### src/rtl/iq_entry_buffer_pkg.sv
// Shared issue-queue definitions used by the counter, the entry buffer and dispatch.
// Counts are byte-wide so they line up with the counter's occupancy bytes.
package iq_pkg;

    localparam int IQ_CNT_W    = 8;
    localparam int IQ_DATA_W   = 32;
    localparam int IQ_CAPACITY = 8;
    localparam int IQ_MAX_IN   = 4;

    typedef logic [IQ_CNT_W-1:0]  iq_count_t;
    typedef logic [IQ_DATA_W-1:0] iq_entry_t;

    function automatic iq_count_t minCount(input iq_count_t a, input iq_count_t b);
        return (a < b) ? a : b;
    endfunction

endpackage

### src/rtl/iq_entry_buffer_slot_mux.sv
// Next-value select for one buffer slot: hold, shift down from the slot above,
// take an incoming lane, or clear when the slot falls beyond the new occupancy.
module iq_slot_mux
    import iq_pkg::*;
#(
    parameter int SLOT_IDX = 0,
    parameter int MAX_IN   = IQ_MAX_IN,
    parameter int DATA_W   = IQ_DATA_W,
    parameter int CNT_W    = IQ_CNT_W
) (
    input  logic [CNT_W-1:0]         afterSend,
    input  logic                     popped,
    input  logic [CNT_W-1:0]         numIn,
    input  logic [DATA_W-1:0]        curData,
    input  logic [DATA_W-1:0]        aboveData,
    input  logic [MAX_IN*DATA_W-1:0] laneData,
    output logic [DATA_W-1:0]        nextData
);

    localparam logic [CNT_W-1:0] IDX = CNT_W'(SLOT_IDX);

    logic [CNT_W-1:0] laneOff;

    always_comb begin
        nextData = '0;
        laneOff  = IDX - afterSend;
        if (IDX < afterSend) begin
            nextData = popped ? aboveData : curData;
        end else if (laneOff < numIn) begin
            // Lane k lands at slot afterSend + k, so the lane is the offset from afterSend.
            for (int k = 0; k < MAX_IN; k++) begin
                if (laneOff == CNT_W'(k)) begin
                    nextData = laneData[k*DATA_W +: DATA_W];
                end
            end
        end
    end

endmodule

### src/rtl/iq_entry_buffer.sv
// Age-ordered entry storage for the issue queue (slot 0 = oldest). Applies kills,
// pops the head, appends upstream deliveries and reports registered occupancy.
module iq_entry_buffer
    import iq_pkg::*;
#(
    parameter int CAPACITY = IQ_CAPACITY,
    parameter int MAX_IN   = IQ_MAX_IN,
    parameter int DATA_W   = IQ_DATA_W,
    parameter int CNT_W    = IQ_CNT_W
) (
    input  logic                     clk,
    input  logic                     rst_n,
    input  logic                     kill_all,
    input  logic [CNT_W-1:0]         kill,
    input  logic                     sending,
    input  logic [CNT_W-1:0]         accepting,
    input  logic [CNT_W-1:0]         prev_sending,
    input  logic [MAX_IN*DATA_W-1:0] in_data,
    output logic [CNT_W-1:0]         full,
    output logic                     head_valid,
    output logic [DATA_W-1:0]        head_data,
    output logic                     proto_err
);

    localparam iq_count_t CAP_C   = IQ_CNT_W'(CAPACITY);
    localparam iq_count_t MAXIN_C = IQ_CNT_W'(MAX_IN);

    logic [DATA_W-1:0] slotsReg  [CAPACITY];
    logic [DATA_W-1:0] slotsNext [CAPACITY];
    logic [DATA_W-1:0] aboveData [CAPACITY];

    iq_count_t fullReg;
    iq_count_t fullNext;
    iq_count_t living;
    iq_count_t afterSend;
    iq_count_t room;
    iq_count_t numIn;
    logic      popped;
    logic      errNow;
    logic      protoErrReg;

    // Kill first, then pop, then append into whatever room is left.
    always_comb begin
        living = '0;
        if (!kill_all && (kill < fullReg)) begin
            living = fullReg - kill;
        end
        popped    = sending && (living != '0);
        afterSend = living - {{(IQ_CNT_W-1){1'b0}}, popped};
        room      = CAP_C - afterSend;
        numIn     = minCount(minCount(prev_sending, MAXIN_C), room);
        fullNext  = afterSend + numIn;
        errNow    = (kill > fullReg)
                  | (sending && (living == '0))
                  | (prev_sending > accepting)
                  | (prev_sending > MAXIN_C)
                  | (prev_sending > room);
    end

    genvar gi;
    generate
        for (gi = 0; gi < CAPACITY; gi++) begin : g_slot
            if (gi == CAPACITY - 1) begin : g_top
                assign aboveData[gi] = '0;
            end else begin : g_mid
                assign aboveData[gi] = slotsReg[gi+1];
            end

            iq_slot_mux #(
                .SLOT_IDX (gi),
                .MAX_IN   (MAX_IN),
                .DATA_W   (DATA_W),
                .CNT_W    (IQ_CNT_W)
            ) u_mux (
                .afterSend (afterSend),
                .popped    (popped),
                .numIn     (numIn),
                .curData   (slotsReg[gi]),
                .aboveData (aboveData[gi]),
                .laneData  (in_data),
                .nextData  (slotsNext[gi])
            );

            always_ff @(posedge clk) begin
                if (!rst_n) begin
                    slotsReg[gi] <= '0;
                end else begin
                    slotsReg[gi] <= slotsNext[gi];
                end
            end
        end
    endgenerate

    always_ff @(posedge clk) begin
        if (!rst_n) begin
            fullReg     <= '0;
            protoErrReg <= 1'b0;
        end else begin
            fullReg     <= fullNext;
            protoErrReg <= protoErrReg | errNow;
        end
    end

    // Slots beyond the occupancy are cleared, so slot 0 already reads zero when empty.
    assign full       = fullReg;
    assign head_valid = (fullReg != '0);
    assign head_data  = slotsReg[0];
    assign proto_err  = protoErrReg;

endmodule

### config.mk
export PLATFORM = sky130hd
export DESIGN_NAME = iq_entry_buffer
export DESIGN_NICKNAME = d
export VERILOG_FILES = /design/src/rtl/iq_entry_buffer_pkg.sv /design/src/rtl/iq_entry_buffer_slot_mux.sv /design/src/rtl/iq_entry_buffer.sv
export SDC_FILE = /design/constraint.sdc
export NUM_CORES = 1
export LEC_CHECK = 0
export CAP_MARGIN = 25
export CORE_MARGIN = 2
export CORE_UTILIZATION = 25
export CTS_CLUSTER_SIZE = 14
export DETAILED_ROUTE_END_ITERATION = 10
export PLACE_DENSITY = 0.42
export SETUP_SLACK_MARGIN = 0.4
export SKIP_CTS_REPAIR_TIMING = 1
export SLEW_MARGIN = 20
export SYNTH_ARGS = -nofsm -noshare
export SYNTH_HDL_FRONTEND = slang
export SYNTH_HIERARCHICAL = 1
export SYNTH_SLANG_ARGS = --single-unit
### constraint.sdc
create_clock -name clk -period 15 [get_ports clk]
set_input_delay 2.25 -clock clk [delete_from_list [all_inputs] [get_ports clk]]
set_output_delay 2.25 -clock clk [all_outputs]
set_load 0.05 [all_outputs]
# --- Yosys cells after proc, flatten, opt, wreduce, memory -nomap -nowiden ---
# Memories as Yosys holds them, arrays and structs flattened.
# Index checks and enable logic that the tools add are counted.
totals:
  latchBits: 0
  rom_bits: 0
  reg_bits: 9
  memories: 1
  mem_bits_rw: 256
  out_inout_bits: 42
  inputBits: 156
  elab_cells: 159
memory_table:
  columns: ["name", "depth", "word_bits", "read_ports", "rd_clocked_by_memory_dff", "write_ports", "line", "text"]
  rows:
  - ["slotsReg", 8, 32, 8, 0, 8, "iq_entry_buffer.sv:28", "logic [DATA_W-1:0] slotsReg [CAPACITY];"]
op_classes:
  reduce_logical: 15
  n_mul: 0
  n_shift: 0
  bitwise_logic: 13
  div_mod_pow: 0
  muxes: 69
  n_lt_le_gt_ge: 23
  n_eq_ne: 24
  add_sub_neg: 12
op_table:
  columns: ["operator", "n"]
  rows:
  - ["2-to-1 mux 32 bit", 64]
  - ["equality test 8 x 2 -> 1 bit (second input constant)", 16]
  - ["less-than comparator 8 bit", 10]
  - ["logical NOT 8 bit", 9]
  - ["equality test 8 x 1 -> 1 bit (second input constant)", 8]
  - ["less-than comparator 3 x 8 -> 1 bit (first input constant)", 4]
  - ["subtractor 3 x 8 -> 8 bit (first input constant)", 4]
  - ["> comparator 8 bit", 3]
  - ["2-to-1 mux 8 bit", 3]
  - ["less-than comparator 1 x 8 -> 1 bit (first input constant)", 2]
  - ["less-than comparator 2 x 8 -> 1 bit (first input constant)", 2]
  - ["nonzero test 8 bit", 2]
  - ["subtractor 1 x 8 -> 8 bit (first input constant)", 2]
  - ["subtractor 2 x 8 -> 8 bit (first input constant)", 2]
  - ["OR 1 bit", 13]
  - ["adder 8 bit", 1]
  - ["> comparator 8 x 3 -> 1 bit (second input constant)", 1]
  - ["less-than comparator 8 x 3 -> 1 bit (second input constant)", 1]
  - ["subtractor 4 x 8 -> 8 bit (first input constant)", 1]
  - ["subtractor 8 x 1 -> 8 bit", 1]
  - ["subtractor 8 bit", 1]
  - ["logical AND 1 bit", 3]
  - ["2-to-1 mux 1 bit", 2]
  - ["logical NOT 1 bit", 1]

# --- Longest topological paths before layout ---
# Gate-level depths: netlist (run 1).
depth:
  ltp_word: 15
  depth_mapped: 33
  mapped_depth_nobuf: 33

# --- Cells and area by module ---
# Netlist (run 1), hierarchy kept.
modules_own_cells:
  columns: ["mod", "seq_area_each_um2", "n_inst", "cells_each", "area_each_um2"]
  rows:
  - ["iq_entry_buffer", 5305.1, 1, 793, 8914.8]
  - ["iq_slot_mux (g_slot[2].u_mux)", 0.0, 1, 322, 2409.8]
  - ["iq_slot_mux (g_slot[0].u_mux)", 0.0, 1, 287, 1975.6]
  - ["iq_slot_mux (g_slot[5].u_mux)", 0.0, 1, 263, 1884.3]
  - ["iq_slot_mux (g_slot[7].u_mux)", 0.0, 1, 176, 1881.8]
  - ["iq_slot_mux (g_slot[6].u_mux)", 0.0, 1, 242, 1870.5]
  - ["iq_slot_mux (g_slot[4].u_mux)", 0.0, 1, 281, 1869.3]
  - ["iq_slot_mux (g_slot[1].u_mux)", 0.0, 1, 223, 1762.9]
  - ["iq_slot_mux (g_slot[3].u_mux)", 0.0, 1, 155, 1745.4]

# --- Worst setup path after synthesis (run 1) ---
# OpenSTA, ideal clock, no wires.
synth_path:
  path_type: "input to register"
  startpoint: "in kill[0]"
  endpoint: "mem slotsReg[1][10] (netlist name)"
  t_arrival_ns: 9.873
  path_stages: 31
  setup_time_ns: 0.115
  required_ns: 14.885
  n_path_buf: 1
  path_slack_ns: 5.012
  cell_sequence: "ha_1 > fa_1 > and2b_4 > o21a_2 > xnor2_2 > nand3_1 > nor3_1 > a31oi_1 > and2_1 > ha_1 > inv_1 > nor2_1 > mux2_2 > a21oi_1 > xnor2_1 > ha_1 > o21ai_0 > a21oi_1 > o21a_1 > o21a_1 > a31oi_2 > mux2i_1 > inv_1 > ha_1 > nand2_1 > o21ai_0 > nand4_1 > a32oi_1 > buf_2 > o41ai_2 > and2_1"
synth_lines:
  columns: ["element", "line", "text"]
  rows:
  - ["from (decl)", "iq_entry_buffer.sv:14", "input logic [CNT_W-1:0] kill,"]
  - ["to (decl)", "iq_entry_buffer.sv:28", null]

==> reports/summary.log, run 1 <==
qor: pwr.irDropWorstVdd 0.369 mV
qor: sta.post-route-min-period 10920 ps
qor: setup_path.cp_data_required_time 15500 ps
qor: setup_path.crit_fanout 43
qor: route.post_detailed_route_drc_marker_count 0
qor: clocking.clockBufferDepth 3
qor: route.drt_first_iter_violations 1650
qor: setup_path.cell_type_group_with_the_largest_total_delay_on_the_critical_path compound AO/OA/AOI/OAI gates
qor: sta.timing.final.hold_violations 0
qor: flow_run.max-cap-violations 0
qor: clocking.clock_tree.htree_level_count 2
qor: setup_path.critical_path.max_stage_delay 1020 ps
qor: pwr.pwr_density_cell 233 nW/um2
qor: synthesis.synthArstFlopShare 0
qor: placement.place_worst_setup_slack 3250 ps
qor: clocking.clock_tree.root_cell clkbuf_16
qor: setup_path.setup.worst_path.start_class primary input
qor: cells_and_area.layout_commonest_cell and2_1
qor: sta.worst_pin_slew 1150 ps
qor: route.via_per_instance_ratio 5.48
qor: cells_and_area.fin_area 28700 um2
qor: floorplanning.die_width 316 um
qor: setup_path.setup.worst_path.end_class register
qor: setup_path.reg2reg_from full[2]
qor: synthesis.synthDistinctLibCells 104
qor: floorplanning.initial_core_utilization 0.252
qor: grt.first_global_vias 22531
qor: placement.io_buffers 197
qor: clocking.clk_latency 570 ps
qor: sta.final_min_period_over_clock_period 0.728
qor: synthesis.synth-edff-count 0
qor: sta.setup-tns-final 0 ps
qor: setup_path.crit_path_top_delay_cell o311a_2
qor: clocking.clkSlewWorstSetupHoldPaths 60 ps
qor: cells_and_area.most_frequent_cells_in_the_layout and2_1, dfxtp_1, clkdlybuf4s50_1, mux2_2, mux2i_1
qor: setup_path.data_arrival_time_at_the_worst_slack_endpoint 11410 ps
qor: synthesis.postSynthCellCount 2742
qor: pwr.power_leakage 10.1 nW
qor: synthesis.yosysTopAreaCellShare 0.218
qor: route.drtPass1Iterations 5
qor: grt.number_of_antenna_violations_at_the_first_check_in_global_routing 5
qor: worst_hold_path.hold_path.startpoint proto_err
qor: clocking.cts-buffers-inserted 38
qor: pwr.power 6.70 mW
qor: synthesis.synth_sequential_area_ratio 0.218
qor: setup_path.worst-r2r-setup-slack 5950 ps
qor: grt.grt_max_degree 137
qor: sta.skew 27.3 ps
qor: synthesis.synth_seq_cells 265
qor: worst_hold_path.worst_hold_path.endpoint proto_err
qor: sta.final-setup-viol-count 0
qor: sta.grt_setup_unrepaired no
qor: setup_path.critical-path-top-cell-by-count ha_1
qor: clocking.cts_tree built
qor: cells_and_area.final_net_count 3091
qor: cells_and_area.fillCellCount 10007
qor: cells_and_area.areaGrowthSynthToFinish 18.2%
qor: setup_path.worst_r2r_path_depth 29
qor: synthesis.synth_ff_type dfxtp_1
qor: sta.final-max-slew-violation-count 0
qor: floorplanning.row_count 114
qor: floorplanning.ios 198
qor: run_status.result_of_the_run complete, no violations
qor: grt.grt_pass1_wl 147000 um
qor: synthesis.netlist_top_cells_area dfxtp_1, mux2_2, and2_1, mux2i_1, ha_1
qor: synthesis.avgSynthCellArea 8.87 um2
qor: cells_and_area.final_layout_size_suffix_gt1_frac 0.173
qor: cells_and_area.final_util 0.298
qor: floorplanning.fp.dieH 316 um
qor: synthesis.ys_warn_count 6
qor: sta.maxSlewHeadroom 0.234
qor: placement.finalWeightedCongestion 0.786
qor: route.routed-via-count 22586
qor: sta.fin_ws 4080 ps
qor: grt.grt.total_usage 0.192
qor: worst_hold_path.holdPathStages 3
qor: setup_path.worstReg2RegEnd slotsReg[2][59]
qor: sta.maximum_operating_frequency 91.6 MHz
qor: route.routedWlPerCell 24.0 um
qor: route.drtAntennaViolNets 0
qor: synthesis.synth_area 24300 um2
qor: placement.half_perimeter_wire_length_of_the_detailed_placement_result 60500 um
qor: route.wl 99000 um
qor: synthesis.synth_top_area_cell dfxtp_1
qor: worst_hold_path.worstHoldPathType register to register
qor: setup_path.worst-setup-path-type primary input to register
qor: placement.detailed_place.area 27400 um2
qor: grt.grt-ovfl-total 0
qor: floorplanning.die_area 99800 um2
qor: setup_path.critical_path_buffers_and_inverters 6
qor: clocking.clock_sink_count 265
qor: floorplanning.core 96600 um2
how the worst max path moves through the flow:
stage	slack [ps]	end	cells past startpoint	from
after global routing	3600	slotsReg[2][59]	31	kill[1]
after CTS	3810	slotsReg[2][59]	30	kill[1]
after global placement	3700	slotsReg[2][52]	30	kill[1]
final	4080	slotsReg[2][59]	31	kill[1]
after floorplan	5010	slotsReg[1][10]	31	kill[0]
after detailed placement	3250	slotsReg[2][59]	30	kill[1]
sequential cells by signal (all words and copies together), names as in the netlist:
signal and count:
slotsReg 256, proto_err 1, full 8
cell families (layout without fill, tap and decap cells):
| kind of cell | after synthesis | count (layout) | synth area share |
|---|---|---|---|
| and+or+nand+nor | 817 | 817 | 0.189 |
| AOI/OAI and AO/OA | 724 | 724 | 0.238 |
| muxes | 390 | 390 | 0.203 |
| buffers and inverters | 365 | 433 | 0.0666 |
| DFF | 265 | 265 | 0.218 |
| adders and majority gates | 119 | 119 | 0.0619 |
| xor gates and xnor gates | 61 | 61 | 0.0229 |
| other | 1 | 39 | 0.000154 |
per-layer routing:
metal,GRT usage,share of wire
met1,0.239,0.42
met2,0.344,0.51
met3,0.0211,0.043
met4,0.0658,0.027
met5,0,0.00013
where the power goes:
part / internal [mW] / switching, mW
Sequential: 0.844 / 0.0891
Clock: 0.561 / 0.374
Combinational: 1.69 / 3.15
Total: 3.10 / 3.61
Yosys cell counts, types with 4 or more instances:
cell / n
o2111ai_1: 6
a21oi_1: 124
nand2b_1: 42
a32o_1: 16
ha_1: 117
mux4_2: 64
nand2_1: 134
and2_1: 271
o221ai_1: 34
nor2_1: 78
nand3_1: 16
o21a_1: 16
mux2_2: 177
o21ai_0: 26
buf_6: 19
xor2_1: 21
o41ai_2: 30
a2111oi_0: 6
buf_1: 4
dfxtp_1: 265
a221o_1: 32
o21ai_2: 30
nor2b_1: 107
mux2i_1: 148
inv_1: 114
a32oi_1: 33
buf_2: 45
a211oi_1: 6
o2bb2ai_1: 31
o22ai_2: 11
o21ai_1: 33
a21o_1: 11
clkbuf_1: 178
a211o_1: 5
nor4_1: 6
nor3_1: 112
a221oi_1: 93
a31o_1: 17
xnor2_1: 37
o22ai_1: 121
worst min-delay path, stage by stage, from the launching register on:
cell and delay (ps):
dfxtp_1 330, nor4b_1 60, o2111ai_1 90, a32o_1 120
stage by stage:
stage,hold WS [ps],instances
global placement,626,4048
global route,665,4123
finish,633,4124
floorplan,593,2776
detailed placement,620,4050
CTS,637,4118
final cells by class:
type / instances / area [um2] / area share
Multi-Input combinational cell: 2146 / 17700 / 0.616
Tap cell: 1276 / 1600 / 0.0555
Antenna cell: 4 / 10.0 / 0.000348
Clock inverter: 5 / 71.3 / 0.00248
Clock buffer: 63 / 1200 / 0.0416
Timing Repair Buffer: 251 / 2420 / 0.0841
Sequential cell: 265 / 5310 / 0.185
Inverter: 114 / 440 / 0.0153
Power figures use the tool's default switching activity.
==> inputs of run 2 (changes only) <==
Settings changed: PLACE_DENSITY 0.42 to 0.43.
Clock period 15 ns to 9.8 ns, I/O delays scaled along.
==> run 2 against run 1 <==
Net effect:
- flip-flop and latch count did not move
- design area rose by 0.16%
- first-iteration DRC count fell by 3.0%
- cell count rose by 0.12%
- utilization barely moved
- non-clock buffer count rose by 12
- sequential power rose by 53%
- worst hold slack got worse by 0.90 ps
- worst setup slack got worse by 2900 ps
- total power rose by 51%
- clock-buffer cell count fell by 5
- highest routed layer is now met4
==> reports/summary.log, run 2 (synthesis gave the netlist of run 1 again) <==
qor: run_status.result_of_the_run complete, no violations
qor: placement.place_worst_setup_slack 596 ps [-2660 ps]
qor: setup_path.worst-setup-path-type primary input to register
qor: clocking.clk_latency 560 ps [about the same]
qor: sta.final_min_period_over_clock_period 0.883
qor: pwr.cellInternalPower 4.66 mW [+51%]
qor: placement.finalWeightedCongestion 0.777 [-1.2%]
qor: worst_hold_path.worstHoldPathType register to register
qor: cells_and_area.n_antenna_cell 0 [-4]
qor: grt.grt.total_usage 0.189 [-0.00345]
qor: clocking.clock_tree.root_cell clkbuf_16
qor: grt.grt_max_degree 117 [-15%]
qor: route.wl 96600 um [-2.4%]
qor: clocking.clock_sink_count 265 [unchanged]
qor: route.drtAntennaViolNets 0 [unchanged]
qor: pwr.share_seq_of_total_power 0.141 [+0.002]
qor: placement.io_buffers 197 [unchanged]
qor: sta.maxSlewHeadroom 0.247 [+0.0135]
qor: pwr.power.switching_fraction 0.538 [about the same]
qor: setup_path.data_arrival_time_at_the_worst_slack_endpoint 9100 ps [-2310 ps]
qor: cells_and_area.area_used_by_multi_input_combinational_logic 17700 um2 [+0.11%]
qor: cells_and_area.final_layout_size_suffix_gt1_frac 0.177 [+0.00471]
qor: grt.number_of_antenna_violations_at_the_first_check_in_global_routing 1 [-4]
qor: setup_path.startpoint kill[1]
qor: setup_path.critical_path.max_stage_delay 700 ps [-320 ps]
qor: route.post_detailed_route_drc_marker_count 0 [unchanged]
qor: cells_and_area.areaGrowthSynthToFinish 18.4%
qor: cells_and_area.fillCellCount 10233 [+2.3%]
qor: route.via_per_instance_ratio 5.30 [-3.2%]
qor: sta.fin_ws 1150 ps [-2940 ps]
qor: sta.grt_setup_unrepaired no
qor: floorplanning.initial_core_utilization 0.252 [unchanged]
qor: route.drt_first_iter_violations 1600 [-3.0%]
qor: clocking.clock_tree.htree_level_count 2 [unchanged]
qor: sta.maximum_operating_frequency 116 MHz
qor: route.drtPass1Iterations 6 [+1]
qor: setup_path.reg2reg_from full[0]
qor: clocking.cts_tree built
qor: cells_and_area.final_net_count 3101 [+0.32%]
qor: sta.timing.final.hold_violations 0 [unchanged]
qor: cells_and_area.footprint_of_the_flip_flops_and_latches 5310 um2 [unchanged]
qor: floorplanning.row_count 114 [unchanged]
qor: cells_and_area.layout_commonest_cell and2_1
qor: pwr.power_switching 5.43 mW [+51%]
qor: grt.grt-ovfl-total 0 [unchanged]
qor: clocking.clockBufferDepth 3 [unchanged]
qor: setup_path.crit_fanout 18 [-58%]
qor: cells_and_area.most_frequent_cells_in_the_layout and2_1, dfxtp_1, clkdlybuf4s50_1, mux2_2, mux2i_1
qor: flow_run.max-cap-violations 0 [unchanged]
qor: sta.skew 24.6 ps [-2.68 ps]
qor: pwr.pwr-share-comb 0.726 [+0.005]
qor: setup_path.crit_path_top_delay_cell o221ai_4
qor: route.routedWlPerCell 23.4 um [-2.5%]
qor: sta.post-route-min-period 8650 ps
qor: clocking.cts-buffers-inserted 36 [-5.3%]
qor: sta.worst_pin_slew 1130 ps [-20.2 ps]
qor: cells_and_area.max_reg_flops 256 [unchanged]
qor: grt.grt_pass1_wl 145000 um [-1.8%]
qor: floorplanning.core 96600 um2 [unchanged]
qor: setup_path.cp_data_required_time 10250 ps [-5250 ps]
qor: grt.first_global_vias 21602 [-4.1%]
qor: floorplanning.die_area 99800 um2 [unchanged]
qor: route.routed-via-count 21901 [-3.0%]
qor: placement.half_perimeter_wire_length_of_the_detailed_placement_result 60900 um [+0.78%]
qor: cells_and_area.largest_register slotsReg
qor: setup_path.cell_type_group_with_the_largest_total_delay_on_the_critical_path compound AO/OA/AOI/OAI gates
qor: clocking.clkSlewWorstSetupHoldPaths 60 ps [about the same]
qor: sta.final-max-slew-violation-count 0 [unchanged]
qor: setup_path.critical_path_buffers_and_inverters 6 [unchanged]
qor: floorplanning.die_width 316 um [unchanged]
qor: sta.final-setup-viol-count 0 [unchanged]
qor: floorplanning.fp.dieH 316 um [unchanged]
qor: pwr.pwr_density_cell 351 nW/um2 [+50%]
qor: floorplanning.ios 198 [unchanged]
qor: setup_path.setup.worst_path.end_class register
qor: worst_hold_path.hold_path.startpoint slotsReg[2][30]
qor: pwr.irDropWorstVdd 0.406 mV [+10%]
qor: pwr.power_leakage 10.1 nW [+0.35%]
qor: sta.setup-tns-final 0 ps [unchanged]
qor: pwr.power.share.clock 0.132 [-0.007]
qor: setup_path.setup.worst_path.start_class primary input
## run 2: cell types whose count changed in the layout (fill, tap and decap cells not counted), sizes merged
| cell | change |
|---|---|
| bufinv | -1 |
| clkinv | +3 |
| clkbuf | -5 |
| diode | -4 |
| buf | +12 |
## run 2: area by class of cell
class / count / share of cell area
Tap cell: 1276 / 0.0555
Multi-Input combinational cell: 2146 / 0.616
Clock inverter: 7 / 0.00235
Inverter: 114 / 0.0153
Timing Repair Buffer: 263 / 0.0889
Clock buffer: 58 / 0.0380
Sequential cell: 265 / 0.184
## run 2: worst paths after layout
| path | slack [ps] | cells past startpoint | endpoint |
|---|---|---|---|
| setup / recovery | 1150 | 31 | slotsReg[3][13] |
| hold / removal | 630 | 3 | slotsReg[1][62] |
| setup reg to reg | 2220 | 31 | slotsReg[3][13] |
| hold reg to reg | 630 | 3 | slotsReg[1][62] |
## run 2: worst reg2reg max path: cells and delay by family (launching register included)
kind            cells  cell delay [ps]
mux                 1              230
xor+xnor            2              560
fa+ha+maj           7             2120
flops               1              360
simple gates        5             1000
compound gates     12             2490
buf+inv             4              720
## run 2: stage by stage
stage	cell area, um2	instances	hold WS [ps]	power (mW)	util
3_5_place_dp	27600	4064	631	8.76	0.286
3_3_place_gp	27600	4061	625	8.73	0.285
5_1_grt	28800	4129	679	10.8	0.298
2_1_floorplan	24400	2776	593	6.48	-
4_1_cts	28800	4129	629	10.1	0.298
6_report	28800	4129	632	10.1	0.298
## run 2: layer usage
layer	part of all wire	global-route usage
met2	0.50	0.335
met3	0.038	0.0199
met5	0	0
met1	0.45	0.247
met4	0.016	0.0385
## run 2: power groups by stage
stage	clock network, mW	registers [mW]	logic [mW]
final	1.34	1.43	7.33
after global routing	1.42	1.44	7.92
after CTS	1.38	1.43	7.34
after detailed placement	0	1.45	7.31
after global placement	0	1.45	7.28
after floorplan	0	1.63	4.85
